## config.mk

```make
export PLATFORM = sky130hd
export DESIGN_NAME = mux_rr_nx1
export DESIGN_NICKNAME = d
export VERILOG_FILES = /design/src/rtl/mux_rr_nx1.sv
export SDC_FILE = /design/constraint.sdc
export NUM_CORES = 1
export LEC_CHECK = 0
export ABC_AREA = 1
export CAP_MARGIN = 40
export CORE_AREA = 4 4 80 82
export CTS_CLUSTER_DIAMETER = 120
export CTS_CLUSTER_SIZE = 40
export DETAILED_ROUTE_END_ITERATION = 7
export DIE_AREA = 0 0 84 86
export PLACE_DENSITY = 0.85
export SETUP_SLACK_MARGIN = 0.15
export SYNTH_ARGS = -nofsm -noshare
export SYNTH_HDL_FRONTEND = slang
export SYNTH_SLANG_ARGS = --single-unit
```

## constraint.sdc

```tcl
create_clock -name clk -period 8.5 [get_ports clk]
set_input_delay 2.55 -clock clk [delete_from_list [all_inputs] [get_ports clk]]
set_output_delay 2.55 -clock clk [all_outputs]
set_load 0.03 [all_outputs]
```

## src/rtl/mux_rr_nx1.sv

```systemverilog
// N-to-1 valid/ready multiplexer with manual or round-robin channel selection
// and a single registered output stage.
module mux_rr_nx1 #(
    parameter int N = 8,
    parameter int W = 8,
    localparam int SW = $clog2(N)
) (
    input  logic           clk,
    input  logic           rst,
    input  logic [N*W-1:0] in_data,
    input  logic [N-1:0]   in_valid,
    output logic [N-1:0]   in_ready,
    input  logic           mode,
    input  logic [SW-1:0]  sel,
    output logic [W-1:0]   out_data,
    output logic           out_valid,
    input  logic           out_ready,
    output logic [SW-1:0]  out_chan
);

    logic [SW-1:0] ptr;
    logic          load_ok;
    logic          grant;
    logic [SW-1:0] gnt_idx;
    logic [W-1:0]  gnt_data;
    logic [SW-1:0] ptr_next;

    assign load_ok = !out_valid || out_ready;

    // Grant decision: manual index or first valid channel at/after ptr, wrapping.
    // Round-robin search is split into two passes (channels >= ptr, then any)
    // so that every index into in_valid/in_data is a loop constant.
    always_comb begin
        grant    = 1'b0;
        gnt_idx  = '0;
        gnt_data = '0;
        if (!rst && load_ok) begin
            if (!mode) begin
                // sel >= N never matches any loop index, so it yields no grant
                for (int unsigned i = 0; i < N; i++) begin
                    if (SW'(i) == sel && in_valid[i]) begin
                        grant    = 1'b1;
                        gnt_idx  = SW'(i);
                        gnt_data = in_data[i*W +: W];
                    end
                end
            end else begin
                for (int unsigned i = 0; i < N; i++) begin
                    if (!grant && SW'(i) >= ptr && in_valid[i]) begin
                        grant    = 1'b1;
                        gnt_idx  = SW'(i);
                        gnt_data = in_data[i*W +: W];
                    end
                end
                for (int unsigned i = 0; i < N; i++) begin
                    if (!grant && in_valid[i]) begin
                        grant    = 1'b1;
                        gnt_idx  = SW'(i);
                        gnt_data = in_data[i*W +: W];
                    end
                end
            end
        end
    end

    // One-hot ready toward the granted channel only.
    always_comb begin
        in_ready = '0;
        for (int unsigned i = 0; i < N; i++) begin
            in_ready[i] = grant && (gnt_idx == SW'(i));
        end
    end

    // Pointer advances to the channel after the winner, wrapping N-1 -> 0.
    always_comb begin
        ptr_next = (gnt_idx == SW'(N - 1)) ? '0 : gnt_idx + SW'(1);
    end

    // Output register stage and round-robin pointer.
    always_ff @(posedge clk) begin
        if (rst) begin
            out_valid <= 1'b0;
            out_data  <= '0;
            out_chan  <= '0;
            ptr       <= '0;
        end else begin
            if (grant) begin
                out_valid <= 1'b1;
                out_data  <= gnt_data;
                out_chan  <= gnt_idx;
                if (mode) begin
                    ptr <= ptr_next;
                end
            end else if (out_ready) begin
                out_valid <= 1'b0;
            end
        end
    end

endmodule

```

======== Word-level counts from Yosys, hierarchy flattened ========
Cells that the tools add are included.
storage, ports and cells
  ROM bits ................................ 0
  register bits ........................... 15
  bits in latches ......................... 0
  memories kept ........................... 0
  input bits .............................. 79
  memory bits (writable) .................. 0
operators by class
  mux-type cells .......................... 109
  shifts and indexed selects .............. 0
  $mul .................................... 0
  div/mod/pow operators ................... 0
  equality and inequality tests ........... 14
  $lt $le $gt $ge ......................... 8
  add/subtract/negate cells ............... 1
  reduce and logical (&&, ||, !) cells .... 62
  bitwise logic cells ..................... 0
operators by type and width
  operator                                                                            count
  8-bit two-way mux                                                                   26
  3-bit two-way mux                                                                   23
  1-bit two-way mux                                                                   60
  1-bit logical AND                                                                   40
  1-bit logical NOT                                                                   17
  3-bit == test, first input constant                                                 4
  3-bit == test, second input constant                                                4
  3-bit greater-or-equal comparator, first input constant                             4
  2-bit by 3-bit == test with 1-bit output, first input constant                      2
  3-bit by 2-bit == test with 1-bit output, second input constant                     2
  1-bit by 3-bit greater-or-equal comparator with 1-bit output, first input constant  2
  2-bit by 3-bit greater-or-equal comparator with 1-bit output, first input constant  2
  3-bit logical NOT                                                                   2
  3-bit by 1-bit adder with 3-bit output, second input constant                       1
  1-bit by 3-bit == test with 1-bit output, first input constant                      1
  3-bit by 1-bit == test with 1-bit output, second input constant                     1
  2-bit AND reduction                                                                 1
  2-bit nonzero test                                                                  1
  1-bit logical OR                                                                    1

======== Depth between registers and ports, before layout ========
  word-level depth ........................ 89
  depth in mapped cells ................... 20
  depth with buffers taken out ............ 20

======== Worst setup path after synthesis ========
Ideal clock, no wire load.
  path type ............................... input to output
  start ................................... input port in_valid[1]
  end ..................................... output port in_ready[7]
  setup slack ............................. 1.259 ns
  data arrival time ....................... 4.691 ns
  buffers on the path ..................... 1
  cell stages on the path ................. 15
  path through ............................ clkbuf_1 nand2_2 nand3_4 nor2_4 nand4_2 nor2_2 nand4_2 nor2_2 nand4_2 nand4_1 nand3_2 nor2_1 ha_1 inv_1 nor2_1
on the way
  word-level cells in the longest chain between the ends .. 82
  elaborated cells between the ends (all ways) .. 114
RTL lines
  item                            line  RTL
  start: declaration              11    input logic [N-1:0] in_valid,
  1-bit logical AND               49    if (!grant && SW'(i) >= ptr && in_valid[i]) begin
  1-bit two-way mux               49
  1-bit two-way mux               38    if (!mode) begin
  1-bit two-way mux               37    if (!rst && load_ok) begin
  1-bit logical NOT               49
  1-bit logical AND (2 in a row)  49
  1-bit two-way mux               49
  1-bit two-way mux               38
  [65 not listed]                 -
  1-bit two-way mux               37
  1-bit logical NOT               56    if (!grant && in_valid[i]) begin
  1-bit logical AND               56
  3-bit two-way mux               56
  3-bit two-way mux               38
  3-bit two-way mux               37
  3-bit == test                   70    in_ready[i] = grant && (gnt_idx == SW'(i));
  1-bit logical AND (*)           70
  end: declaration                12    output logic [N-1:0] in_ready,
Mark *: on every way between the ends. The rest lies on a longest branch, timed or not. The select of a mux whose other input is x is not followed.

======== Worst setup path after layout ========
  start ................................... input port in_valid[0]
  end ..................................... output port in_ready[1]
on the way
  word-level cells in the longest chain between the ends .. 88
  elaborated cells between the ends (all ways) .. 114
RTL lines
  item                                      line
  1-bit logical AND                         49
  1-bit two-way mux                         49
  1-bit two-way mux                         38
  1-bit two-way mux                         37
  1-bit logical NOT                         49
  1-bit logical AND (2 in a row)            49
  1-bit two-way mux                         49
  1-bit two-way mux                         38
  [71 not listed]                           -
  1-bit two-way mux                         37
  1-bit logical NOT                         56
  1-bit logical AND                         56
  3-bit two-way mux                         56
  3-bit two-way mux                         38
  3-bit two-way mux                         37
  3-bit by 1-bit == test with 1-bit output  70
  1-bit logical AND (*)                     70
Marks and branches as above.

==> run_results.csv <==
group,metric,value,unit
cells_and_area,final_cells,717,
logic_synthesis,yosys_warnings,0,
floorplanning,die-area,7220,um2
timing,max_slew.worst_pin.slew,0.654,ns
routing,drc,0,
timing,finClkSkew,0.00867,ns
timing,final-max-slew-violation-count,0,
routing,wl_per_cell,17.4,um
global_routing,grt_antenna_before_repair,0,
critical_path,crit_type,"in -> out",
clock_network,cts_buffers,3,
logic_synthesis,yosys.cell_types.count,39,
pwr,power_leakage,1.91,nW
critical_path,cp-start-kind,"input port",
pwr,vdd_drop_max,0.150,mV
critical_path,crit_required,5.95,ns
clock_network,cts_tree,"built",
logic_synthesis,postSynthCellCount,534,
min_path,hp-class,"reg -> reg",
routing,final_antenna_net_count,0,
clock_network,clk_pin_slew,0.07,ns
cells_and_area,area_delta_synth_final,43.6,%
logic_synthesis,async_reset_ff_frac,0,
timing,hold_viol_final,0,
routing,vias,4133,
timing,period_minus_slack,8.01,ns
cells_and_area,diodes,0,
routing,drt_first_iter_violations,443,
clock_network,htree_levels,1,
logic_synthesis,syn_avg_cell_area,5.17,um2
timing,slew_headroom,0.563,
clock_network,cts_sinks,15,
cells_and_area,post_route_cells_drive_above_1_share,0.0935,
logic_synthesis,synth-edff-count,0,
floorplanning,initial_utilization,0.481,
placed_design,hpwlAfterDp,10000,um
global_routing,grt_max_degree,19,
critical_path,critical_path_arrival,5.46,ns
floorplanning,die_w,84,um
logic_synthesis,syn-num-nets,616,
placed_design,io_buffers,98,
run,maxCapViolations,0,
timing,grt_setup_unrepaired,"no",
global_routing,grt_pass1_wl,19700,um
floorplanning,die_h,86,um
clock_network,clk_latency,0.25,ns
timing,setup_violations,0,
clock_network,cts_setup_buffers,0,
floorplanning,num_io_pins,99,
timing,fmax,0.125,GHz
logic_synthesis,ys_seq_area_frac,0.109,
logic_synthesis,synthFlopType,"dfxtp_1",
clock_network,cts-root-buf,"clkbuf_8",
pwr,power_density,87.1,nW/um2
global_routing,grt_pass1_vias,3950,
floorplanning,core,5750,um2
critical_path,cp_max_fo,8,
outcome,status,"finished, final reports clean",
floorplanning,rows,28,
placed_design,place_inst,713,
global_routing,grt_usage,0.339,
clock_network,clockBufferDepth,2,
routing,routed_wl,12500,um
global_routing,grt-ovfl-total,0,
logic_synthesis,synth_area,2760,um2
routing,routed_via_density,5.76,
cells_and_area,fin_nets,725,
cells_and_area,layout_commonest_cell,"nand2_1",
critical_path,cp-end-kind,"output port",
logic_synthesis,ys_ff_latch,15,
cells_and_area,mostFrequentLayoutCells,"179 x nand2_1, 93 x clkdlybuf4s50_1, 74 x inv_1, 58 x nor2_1, 41 x o21ai_0",
placed_design,routabilityCongestion,1.07,
routing,firstDrtPassIters,6,
timing,tns,0,ns
timing,period_share,0.942,
==> worst max-delay path, cell delays in order <==
cell,delay (ns)
clkdlybuf4s50_1,0.49
inv_2,0.07
nor2_1,0.19
nand2_4,0.14
nand3_4,0.12
nor3_2,0.07
nand3_1,0.22
inv_2,0.14
nor4_1,0.24
nand4_1,0.17
nand3_2,0.13
nand4_1,0.11
nor2_1,0.12
clkdlybuf4s50_1,0.69
==> synthesized netlist by cell type (2+ instances only) <==
library cell / n / area, um2
o2111ai_1: 5 / 43.8
a21oi_1: 21 / 105
nor2_2: 6 / 37.5
clkbuf_1: 6 / 22.5
nand2_4: 2 / 22.5
nand3_2: 3 / 30.0
o211ai_1: 4 / 30.0
o21ai_0: 41 / 205
inv_1: 74 / 278
nor2_1: 58 / 218
nand4_2: 4 / 50.1
nand3_1: 38 / 190
dfxtp_1: 15 / 300
or2_0: 4 / 25.0
ha_1: 3 / 37.5
nor2_4: 3 / 33.8
nand2_1: 179 / 672
nor3_2: 4 / 40.0
nand2_2: 2 / 12.5
inv_2: 6 / 22.5
a22oi_1: 2 / 15.0
nand4_1: 30 / 188
nor3_1: 4 / 20.0
or2_2: 5 / 31.3
==> state kept, by name, summed over array words and instances, names as in the netlist <==
name	flops
out_data	8
out_chan	3
ptr	3
out_valid	1
==> what timing repair did <==
action | in CTS | in global routing
setup endpoints to repair | 0 | 5
hold buffers | 0 | 0
gates resized for setup | 0 | 5
==> final cells by class <==
cell class | instances | area (um2)
Tap cell | 75 | 93.8
Fill cell | 549 | 1780
Multi-Input combinational cell | 429 | 2110
Timing Repair Buffer | 113 | 1110
Clock inverter | 1 | 5.00
Inverter | 81 | 305
Sequential cell | 15 | 300
Clock buffer | 3 | 41.3
==> per-layer routing <==
metal	routed length, um	part of all wire	up-vias	GRT usage
met5	0	0	-	0
met4	567	0.045	0	0.158
met3	1300	0.10	60	0.0548
met2	5720	0.46	268	0.581
met1	4870	0.39	1841	0.416
li1	-	-	1964	-
==> cells by family (layout without fill, tap and decap cells) <==
| kind of cell | count (synthesis) | after routing | synth area share |
|---|---|---|---|
| flip-flops | 15 | 15 | 0.109 |
| AND/OR/NAND/NOR | 347 | 347 | 0.590 |
| AO/OA/AOI/OAI | 79 | 79 | 0.161 |
| adder cells (fa/ha/maj) | 3 | 3 | 0.0136 |
| buffers and inverters | 90 | 198 | 0.126 |
==> report_power, final <==
group          switching [mW]  internal, mW  leakage, nW
combinational           0.120        0.0861         1.77
clock                  0.0257        0.0325       0.0255
sequential            0.00469        0.0766        0.124
==> stage by stage <==
step	power, mW	utilization	setup WS [ns]	hold WS, ns	instance area [um2]
finish	0.345	0.690	0.490	0.479	3970
global route	0.369	0.690	0.196	0.503	3970
CTS	0.342	0.688	0.184	0.476	3950
detailed placement	0.283	0.680	0.188	0.467	3910
global placement	0.280	0.680	0.289	0.458	3910
floorplan	0.192	-	1.26	0.484	2760
==> path summary, 6_finish.rpt <==
check,from,endpoint,slack (ns),depth (start not counted)
max,in_valid[0],in_ready[1],0.49,14
max reg2reg,ptr[0]$_SDFFE_PP0P_,ptr[2]$_SDFFE_PP0P_,5.70,16
min,out_chan[1]$_SDFFE_PP0P_,out_chan[1]$_SDFFE_PP0P_,0.48,2
min reg2reg,out_chan[1]$_SDFFE_PP0P_,out_chan[1]$_SDFFE_PP0P_,0.48,2
Power figures use the tool's default switching activity.
